## src/rtl/fp_freq_meter.sv

```systemverilog
// Gated frequency/period meter: counts sig_in rising edges over a fixed clk_in gate window
// and reports Hz plus shortest/longest rise-to-rise interval (IDLE -> GATE -> REPORT).
module fp_freq_meter #(
  parameter int unsigned INPUT_CLK_HZ = 100000000,
  parameter int unsigned GATE_MS      = 1,
  parameter int unsigned CNT_W        = 32,
  parameter int unsigned PER_W        = 16
) (
  input  logic             clk_in,
  input  logic             rst_n_in,
  input  logic             enable_in,
  input  logic             sig_in,
  output logic             meas_valid,
  output logic [CNT_W-1:0] edge_count,
  output logic [CNT_W-1:0] freq_hz,
  output logic [PER_W-1:0] period_min,
  output logic [PER_W-1:0] period_max,
  output logic             overflow,
  output logic             busy
);

  localparam int unsigned GATE_CYCLES = INPUT_CLK_HZ / 1000 * GATE_MS;
  localparam int unsigned SCALE       = 1000 / GATE_MS;
  localparam int unsigned GC_W        = (GATE_CYCLES > 2) ? $clog2(GATE_CYCLES) : 1;
  localparam int unsigned SC_W        = $clog2(SCALE + 1);
  localparam int unsigned PR_W        = CNT_W + SC_W;

  if ((1000 % GATE_MS) != 0) begin : g_gate_ms_chk
    $error("fp_freq_meter: GATE_MS must divide 1000");
  end
  if (GATE_CYCLES < 2) begin : g_gate_len_chk
    $error("fp_freq_meter: gate window must be at least 2 clk_in cycles");
  end

  typedef enum logic [1:0] {IDLE, GATE, REPORT} state_t;

  state_t            state_q, state_d;
  logic              sync1_q, sync1_d, sync2_q, sync2_d, sync3_q, sync3_d;
  logic [GC_W-1:0]   gate_cnt_q, gate_cnt_d;
  logic [CNT_W-1:0]  edge_cnt_q, edge_cnt_d;
  logic [PER_W-1:0]  per_cnt_q, per_cnt_d;
  logic              seen_q, seen_d;
  logic [PER_W-1:0]  min_q, min_d, max_q, max_d;
  logic              ovf_q, ovf_d;
  logic              meas_valid_q, meas_valid_d;
  logic [CNT_W-1:0]  edge_count_q, edge_count_d, freq_q, freq_d;
  logic [PER_W-1:0]  pmin_q, pmin_d, pmax_q, pmax_d;
  logic              overflow_q, overflow_d, busy_q, busy_d;
  logic              rise, start_gate, mult_sat;
  logic [PR_W-1:0]   prod;

  assign rise = sync2_q & ~sync3_q;

  always_comb begin
    state_d      = state_q;
    sync1_d      = sig_in;
    sync2_d      = sync1_q;
    sync3_d      = sync2_q;
    gate_cnt_d   = gate_cnt_q;
    edge_cnt_d   = edge_cnt_q;
    per_cnt_d    = per_cnt_q;
    seen_d       = seen_q;
    min_d        = min_q;
    max_d        = max_q;
    ovf_d        = ovf_q;
    meas_valid_d = 1'b0;
    edge_count_d = edge_count_q;
    freq_d       = freq_q;
    pmin_d       = pmin_q;
    pmax_d       = pmax_q;
    overflow_d   = overflow_q;
    start_gate   = 1'b0;
    prod         = '0;
    mult_sat     = 1'b0;

    case (state_q)
      IDLE: start_gate = enable_in;
      GATE: begin
        if (!enable_in) begin
          state_d = IDLE;
        end else begin
          gate_cnt_d = gate_cnt_q + GC_W'(1);
          if (rise) begin
            if (edge_cnt_q == '1) ovf_d = 1'b1;
            else                  edge_cnt_d = edge_cnt_q + CNT_W'(1);
            per_cnt_d = PER_W'(1);
            seen_d    = 1'b1;
            if (seen_q) begin
              if (per_cnt_q < min_q) min_d = per_cnt_q;
              if (per_cnt_q > max_q) max_d = per_cnt_q;
            end
          end else if (per_cnt_q == '1) begin
            ovf_d = 1'b1;
          end else begin
            per_cnt_d = per_cnt_q + PER_W'(1);
          end
          if (gate_cnt_q == GC_W'(GATE_CYCLES - 1)) state_d = REPORT;
        end
      end
      REPORT: begin
        if (enable_in) start_gate = 1'b1;
        else           state_d = IDLE;
      end
      default: state_d = IDLE;
    endcase

    if (start_gate) begin
      state_d    = GATE;
      gate_cnt_d = '0;
      edge_cnt_d = '0;
      per_cnt_d  = '0;
      seen_d     = 1'b0;
      min_d      = '1;
      max_d      = '0;
      ovf_d      = 1'b0;
    end

    // Results are registered on the edge entering REPORT so they appear with meas_valid.
    if (state_d == REPORT) begin
      prod         = PR_W'(edge_cnt_d) * PR_W'(SCALE);
      mult_sat     = |prod[PR_W-1:CNT_W];
      meas_valid_d = 1'b1;
      edge_count_d = edge_cnt_d;
      freq_d       = mult_sat ? '1 : prod[CNT_W-1:0];
      overflow_d   = ovf_d | mult_sat;
      if (edge_cnt_d >= CNT_W'(2)) begin
        pmin_d = min_d;
        pmax_d = max_d;
      end else begin
        pmin_d = '0;
        pmax_d = '0;
      end
    end

    busy_d = (state_d != IDLE);
  end

  always_ff @(posedge clk_in or negedge rst_n_in) begin
    if (!rst_n_in) begin
      state_q      <= IDLE;
      sync1_q      <= 1'b0;
      sync2_q      <= 1'b0;
      sync3_q      <= 1'b0;
      gate_cnt_q   <= '0;
      edge_cnt_q   <= '0;
      per_cnt_q    <= '0;
      seen_q       <= 1'b0;
      min_q        <= '0;
      max_q        <= '0;
      ovf_q        <= 1'b0;
      meas_valid_q <= 1'b0;
      edge_count_q <= '0;
      freq_q       <= '0;
      pmin_q       <= '0;
      pmax_q       <= '0;
      overflow_q   <= 1'b0;
      busy_q       <= 1'b0;
    end else begin
      state_q      <= state_d;
      sync1_q      <= sync1_d;
      sync2_q      <= sync2_d;
      sync3_q      <= sync3_d;
      gate_cnt_q   <= gate_cnt_d;
      edge_cnt_q   <= edge_cnt_d;
      per_cnt_q    <= per_cnt_d;
      seen_q       <= seen_d;
      min_q        <= min_d;
      max_q        <= max_d;
      ovf_q        <= ovf_d;
      meas_valid_q <= meas_valid_d;
      edge_count_q <= edge_count_d;
      freq_q       <= freq_d;
      pmin_q       <= pmin_d;
      pmax_q       <= pmax_d;
      overflow_q   <= overflow_d;
      busy_q       <= busy_d;
    end
  end

  assign meas_valid = meas_valid_q;
  assign edge_count = edge_count_q;
  assign freq_hz    = freq_q;
  assign period_min = pmin_q;
  assign period_max = pmax_q;
  assign overflow   = overflow_q;
  assign busy       = busy_q;

endmodule

```

## config.mk

```make
export PLATFORM = sky130hd
export DESIGN_NAME = fp_freq_meter
export DESIGN_NICKNAME = d
export VERILOG_FILES = /design/src/rtl/fp_freq_meter.sv
export SDC_FILE = /design/constraint.sdc
export NUM_CORES = 1
export LEC_CHECK = 0
export BUFFER_PORTS_ARGS = -buffer_cell sky130_fd_sc_hd__buf_2
export CORE_MARGIN = 3
export CORE_UTILIZATION = 56
export CTS_CLUSTER_DIAMETER = 200
export DETAILED_ROUTE_END_ITERATION = 8
export PLACE_DENSITY = 0.76
export RECOVER_POWER = 50
export SLEW_MARGIN = 30
export SYNTH_ARGS = -nofsm -noshare
export SYNTH_HDL_FRONTEND = slang
export SYNTH_SLANG_ARGS = --single-unit
```

## constraint.sdc

```tcl
create_clock -name clk_in -period 7 [get_ports clk_in]
set_clock_uncertainty 0.1 [all_clocks]
set_input_delay 0.35 -clock clk_in [delete_from_list [all_inputs] [get_ports clk_in]]
set_output_delay 0.35 -clock clk_in [all_outputs]
set_load 0.02 [all_outputs]
```

Yosys cells after proc, flatten, opt, wreduce, memory -nomap -nowiden
Index checks and enable logic that the tools add are counted.
Widths: inputs -> output; s select.
{ "word_totals": {"regBits": 203} }
{ "classes": {"bitwise": 3, "add_sub_neg": 3, "order_cmp": 3, "n_reduce_logical": 9, "n_eq_ne": 7, "mul": 1, "n_mux": 46} }
{ "ops": {"columns": ["cell", "count"], "rows": [
  ["$mux 16", 19],
  ["$mux 32", 6],
  ["$mux 17", 3],
  ["$mul 32x7->39 const B", 1],
  ["$add 32x1->32 const B", 1],
  ["$eq 32x32->1 const B", 1],
  ["$ge 32x2->1 const B", 1],
  ["$add 17x1->17 const B", 1],
  ["$eq 17x17->1 const B", 1],
  ["$add 16x1->16 const B", 1],
  ["$eq 16x16->1 const B", 1],
  ["$gt 16x16->1", 1],
  ["$lt 16x16->1", 1],
  ["$mux 1", 12],
  ["$reduce_or 10->1", 1],
  ["$mux 2", 4],
  ["$reduce_bool 2->1", 4],
  ["$pmux 2 s3", 1],
  ["$reduce_and 3->1", 2],
  ["$eq 2x2->1 const B", 2],
  ["$ne 3x3->1 const B", 1],
  ["$eq 2x1->1 const B", 1],
  ["$logic_not 2->1", 1],
  ["$pmux 1 s2", 1],
  ["4 further kinds", 4]
]} }

Longest topological paths before layout
{ "logic_depth": {"word_depth": 9, "depth_mapped": 28, "depth_no_buf": 26} }

Worst setup path before layout
Ideal clock, no wire load.
{ "synth_timing": {"path_kind": "reg-to-reg", "from": "reg edge_cnt_q[21]", "to": "reg freq_q[4] (netlist: freq_hz[4])", "setup_slack_ns": -0.172, "required_ns": 6.779, "arrival_time_ns": 6.951, "n_path_buf": 1, "period_less_slack_ns": 7.172, "setup_ns": 0.121, "path_stages_with_launch": 25, "path_cell_list": "dfrtp_1 nand4_2 or4_4 nor4_4 nor3_1 nand3_1 nor2_1 xnor2_1 nor2_1 inv_1 fa_1 fa_1 fa_1 fa_1 inv_1 ha_1 a21o_1 a21o_1 a221oi_1 inv_1 or3_1 a2111oi_2 o2111ai_2 buf_6 o22a_1"} }
{ "synth_via": {"elab_chain_cells": 9, "elab_cells_between_ends": 10, "cone_classes": "add/sub: 1; mul: 1; eq/ne: 1; mux: 6; reduce/logical: 1"} }
{ "synth_lines": {"columns": ["element", "line_no", "source"], "rows": [
  ["start: declaration", "40", "logic [CNT_W-1:0] edge_cnt_q, edge_cnt_d;"],
  ["start signal: assignment", "164", "edge_cnt_q <= edge_cnt_d;"],
  ["$add 32x1->32 / $eq 32x32->1 (equally long branches)", "85, 84", null],
  ["$mux 32 *", "84", "if (edge_cnt_q == '1) ovf_d = 1'b1;"],
  ["$mux 32 *", "83", "if (rise) begin"],
  ["$mux 32 *", "79", "if (!enable_in) begin"],
  ["$mux 32 *", "76", "case (state_q)"],
  ["$mux 32 *", "107", "if (start_gate) begin"],
  ["named net edge_cnt_d[23]", "40", null],
  ["$mul 32x7->39 *", "120", "prod = PR_W'(edge_cnt_d) * PR_W'(SCALE);"],
  ["$reduce_or 10->1 *", "121", "mult_sat = |prod[PR_W-1:CNT_W];"],
  ["$mux 32 *", "124", "freq_d = mult_sat ? '1 : prod[CNT_W-1:0];"],
  ["end signal: assignment", "172", "freq_q <= freq_d;"],
  ["end: declaration", "46", "logic [CNT_W-1:0] edge_count_q, edge_count_d, freq_q, freq_d;"]
]} }
The timed path passes the listed nets; every way through them passes the cells marked *.
A chain may end at the register's enable or synchronous reset.

Worst setup path after layout
{ "layout_timing": {"from": "reg edge_cnt_q[23]", "to": "reg freq_q[3] (netlist: freq_hz[3])"} }
{ "layout_via": {"elab_chain_cells": 9, "elab_cells_between_ends": 10, "cone_classes": "add/sub: 1; mul: 1; eq/ne: 1; mux: 6; reduce/logical: 1"} }
{ "layout_lines": {"columns": ["element", "line_no"], "rows": [
  ["$add 32x1->32 / $eq 32x32->1 (equally long branches)", "85, 84"],
  ["$mux 32", "84"],
  ["$mux 32", "83"],
  ["$mux 32", "79"],
  ["$mux 32 *", "76"],
  ["$mux 32 *", "107"],
  ["$mul 32x7->39 *", "120"],
  ["$reduce_or 10->1", "121"],
  ["$mux 32 *", "124"]
]} }
Every way passes the cells marked *; elsewhere a longest branch is shown, timed or not.

==> impl_metrics.env <==
export IMPL_synth_nets=1759
export IMPL_reg2reg_to="freq_hz[3]"
export IMPL_finalHoldViolCount=0
export IMPL_routed_wl_mm=37.9
export IMPL_coreArea_um2=26100
export IMPL_place_area_um2=17000
export IMPL_final_cell_mix="inv_1 (201), dfrtp_1 (201), buf_4 (188)"
export IMPL_synth_seq_cells=201
export IMPL_grt_pass1_wl_mm=61.1
export IMPL_cts_sinks=201
export IMPL_ff2ff_path_depth=25
export IMPL_fin_crit_ps=7380
export IMPL_min_path_type="in -> reg"
export IMPL_critPathCapture="freq_hz[3]"
export IMPL_use_met2_pct=44.0
export IMPL_antenna_cells=0
export IMPL_max_slew_margin_pct=-141
export IMPL_synth_edff_count=0
export IMPL_syn_area_per_cell_um2=9.98
export IMPL_ys_seq_area_share_pct=33.7
export IMPL_drv_cap=3
export IMPL_cp_data_arrival_time_ps=7700
export IMPL_reg2reg_slack_ps=-380
export IMPL_area_growth_pct=23.0
export IMPL_setup_ws_ps=-379
export IMPL_die_w_um=169
export IMPL_cp_startpoint="edge_cnt_q[23]"
export IMPL_root_buffer="clkbuf_16"
export IMPL_worst_setup_path_type="reg -> reg"
export IMPL_synth_flop_cell="dfrtp_1"
export IMPL_grt_overflow_total=0
export IMPL_grt_busiest_layer="met2"
export IMPL_required_ps=7320
export IMPL_rsz0062_at_grt="true"
export IMPL_grt_start_max_net_pins=122
export IMPL_fin_nets=2037
export IMPL_initial_utilization_pct=57.1
export IMPL_ys_types=69
export IMPL_die_h_um=169
export IMPL_via_per_inst=5.68
export IMPL_violations="max-capacitance violations, max-slew violations, negative setup slack"
export IMPL_cts_buffers=24
export IMPL_hold_path_depth=3
export IMPL_final_area_um2=18400
export IMPL_num_vias=12090
export IMPL_status="finished, violations left"
export IMPL_worst_setup_path_end_kind="register"
export IMPL_fin_crit_sh_pct=105
export IMPL_met3_usage_pct=3.47
export IMPL_grt_pass1_vias=12298
export IMPL_synthCells=1496
export IMPL_r2r_start="edge_cnt_q[23]"
export IMPL_io_pins=103
export IMPL_cts_max_level=1
export IMPL_crit_path_max_fanout=15
export IMPL_vdd_drop_max_uv=157
export IMPL_antenna_left=0
export IMPL_crit_top_cell="fa_1"
export IMPL_drive_gt1_share_pct=23.8
export IMPL_gp_congestion=0.932
export IMPL_post_place_ws_ps=-323
export IMPL_first_pass_iters=5
export IMPL_p_leak_nw=9.54
export IMPL_path_clk_slew_ps=60
export IMPL_cp_slowest_cell="or4_4"
export IMPL_grt_antenna_before_repair=0
export IMPL_grt_use_met1_pct=34.6
export IMPL_cpPeakStageDelay_ps=590
export IMPL_drt_iter0_markers=800
export IMPL_num_rows=59
export IMPL_slew_violations=168
export IMPL_setup_viol_count_final=31
export IMPL_drc=0
export IMPL_cts_tree="built"
export IMPL_syn_area_um2=14900
export IMPL_p_per_area_nw_per_um2=137
export IMPL_worst_slew_pin_slew_ps=3610
export IMPL_cp_start_kind="register"
export IMPL_track_usage_pct=25.9
export IMPL_dp_hpwl_mm=27.8
export IMPL_fmax_mhz=136
export IMPL_clk_path_buf_depth=3
export IMPL_async_flop_share_pct=100
export IMPL_die_area_um2=28600
export IMPL_portBuffers=102
export IMPL_wire_per_inst_um=17.8
export IMPL_clkLatencyLatePin_ps=540
export IMPL_synth_warnings=0
[area by class of cell]
class / count / area [um^2]
timing repair buffer: 303 / 2100
tap: 335 / 419
fill: 1879 / 7770
inverter: 209 / 785
sequential: 201 / 5030
clock buffer: 37 / 689
clock inverter: 7 / 55.1
multi-input combinational: 1035 / 9280
[worst max-delay path, delay by kind of cell, from the launching register on]
| family | cells | cell delay (ps) |
|---|---|---|
| XOR/XNOR | 1 | 130 |
| AND/OR/NAND/NOR | 9 | 2340 |
| flip-flops | 1 | 360 |
| buffers and inverters | 5 | 860 |
| adder cells (fa/ha/maj) | 5 | 2170 |
| AO/OA/AOI/OAI | 5 | 1300 |
[worst min path at each step]
stage / start / end / slack (ps)
3_5_place_dp: sync1_q / sync2_q / 300
4_1_cts: enable_in / state_q[0] / 90
2_1_floorplan: rst_n_in / busy / -50
3_3_place_gp: sync2_q / sync3_q / 290
6_report: enable_in / state_q[0] / 120
5_1_grt: enable_in / state_q[0] / 120
[repair_timing]
action	in CTS	in global routing
pin swaps	8	56
endpoints found under the hold margin	121	0
gates resized for setup	26	53
buffers inserted	3	15
gates cloned	0	2
endpoints found under the setup margin	31	31
hold buffers	2	0
[routing by layer]
layer	wire length [um]	up-vias	part of all wire, %
met5	0	-	0
met1	16000	5995	42
met3	1830	95	4.8
li1	-	5634	-
met4	1440	0	3.8
met2	18600	366	49
[cell families after synthesis]
kind of cell,after synthesis,synth area share [%]
simple gates,370,11.9
compound gates,316,14.4
buf+inv,260,6.91
fa+ha+maj,259,27.7
flops,201,33.7
xor+xnor,71,4.17
mux,19,1.27
[report_power, final]
group          internal, mW  total, mW  switching, mW  leakage, nW
clock                 0.679       1.18          0.503        0.358
sequential             1.18       1.20         0.0180         2.71
combinational        0.0532      0.145         0.0915         6.47
[Yosys cell counts (all sizes together) (3+ instances only)]
master / instances / area (um^2)
nor2: 91 / 344
or2: 3 / 18.8
nand2: 130 / 490
a31oi: 12 / 75.1
a21o: 33 / 249
a22o: 33 / 289
a21oi: 50 / 265
inv: 209 / 785
a211oi: 8 / 60.1
and3: 13 / 86.3
o21ai: 87 / 435
fa: 118 / 2360
xor2: 38 / 333
nor3: 22 / 110
ha: 141 / 1760
a211o: 5 / 45.0
or4: 3 / 26.3
a221oi: 3 / 26.3
o31ai: 8 / 60.1
a21boi: 5 / 37.5
or3: 11 / 73.8
xnor2: 33 / 289
nor2b: 10 / 62.6
mux2i: 19 / 190
o211ai: 22 / 165
buf: 14 / 108
o22a: 30 / 263
and2: 6 / 37.5
nand4: 29 / 188
nand3: 31 / 155
dfrtp: 201 / 5030
nand2b: 5 / 31.3
clkbuf: 37 / 139
o21a: 6 / 45.0
and4: 8 / 70.1
[metrics by stage]
stage | cells | total power [mW] | hold slack, ps | TNS (ps) | utilization [%]
3_5_place_dp | 2060 | 1.36 | 300 | -9430 | 65.1
2_1_floorplan | 1496 | 1.29 | -45.6 | 0 | -
4_1_cts | 2109 | 2.54 | 91.0 | -3960 | 68.6
6_report | 2127 | 2.52 | 124 | -10760 | 70.3
3_3_place_gp | 2059 | 1.35 | 290 | -4550 | 65.0
5_1_grt | 2127 | 2.61 | 121 | -18650 | 70.3
[registers in the layout (all words and copies together) (netlist names), 2 cells and up]
signal / flops
max_q: 16
edge_cnt_q: 32
min_q: 16
edge_count: 32
freq_hz: 30
period_min: 16
gate_cnt_q: 17
period_max: 16
per_cnt_q: 16
state_q: 2
No activity file was read; power rests on OpenSTA's default activity.
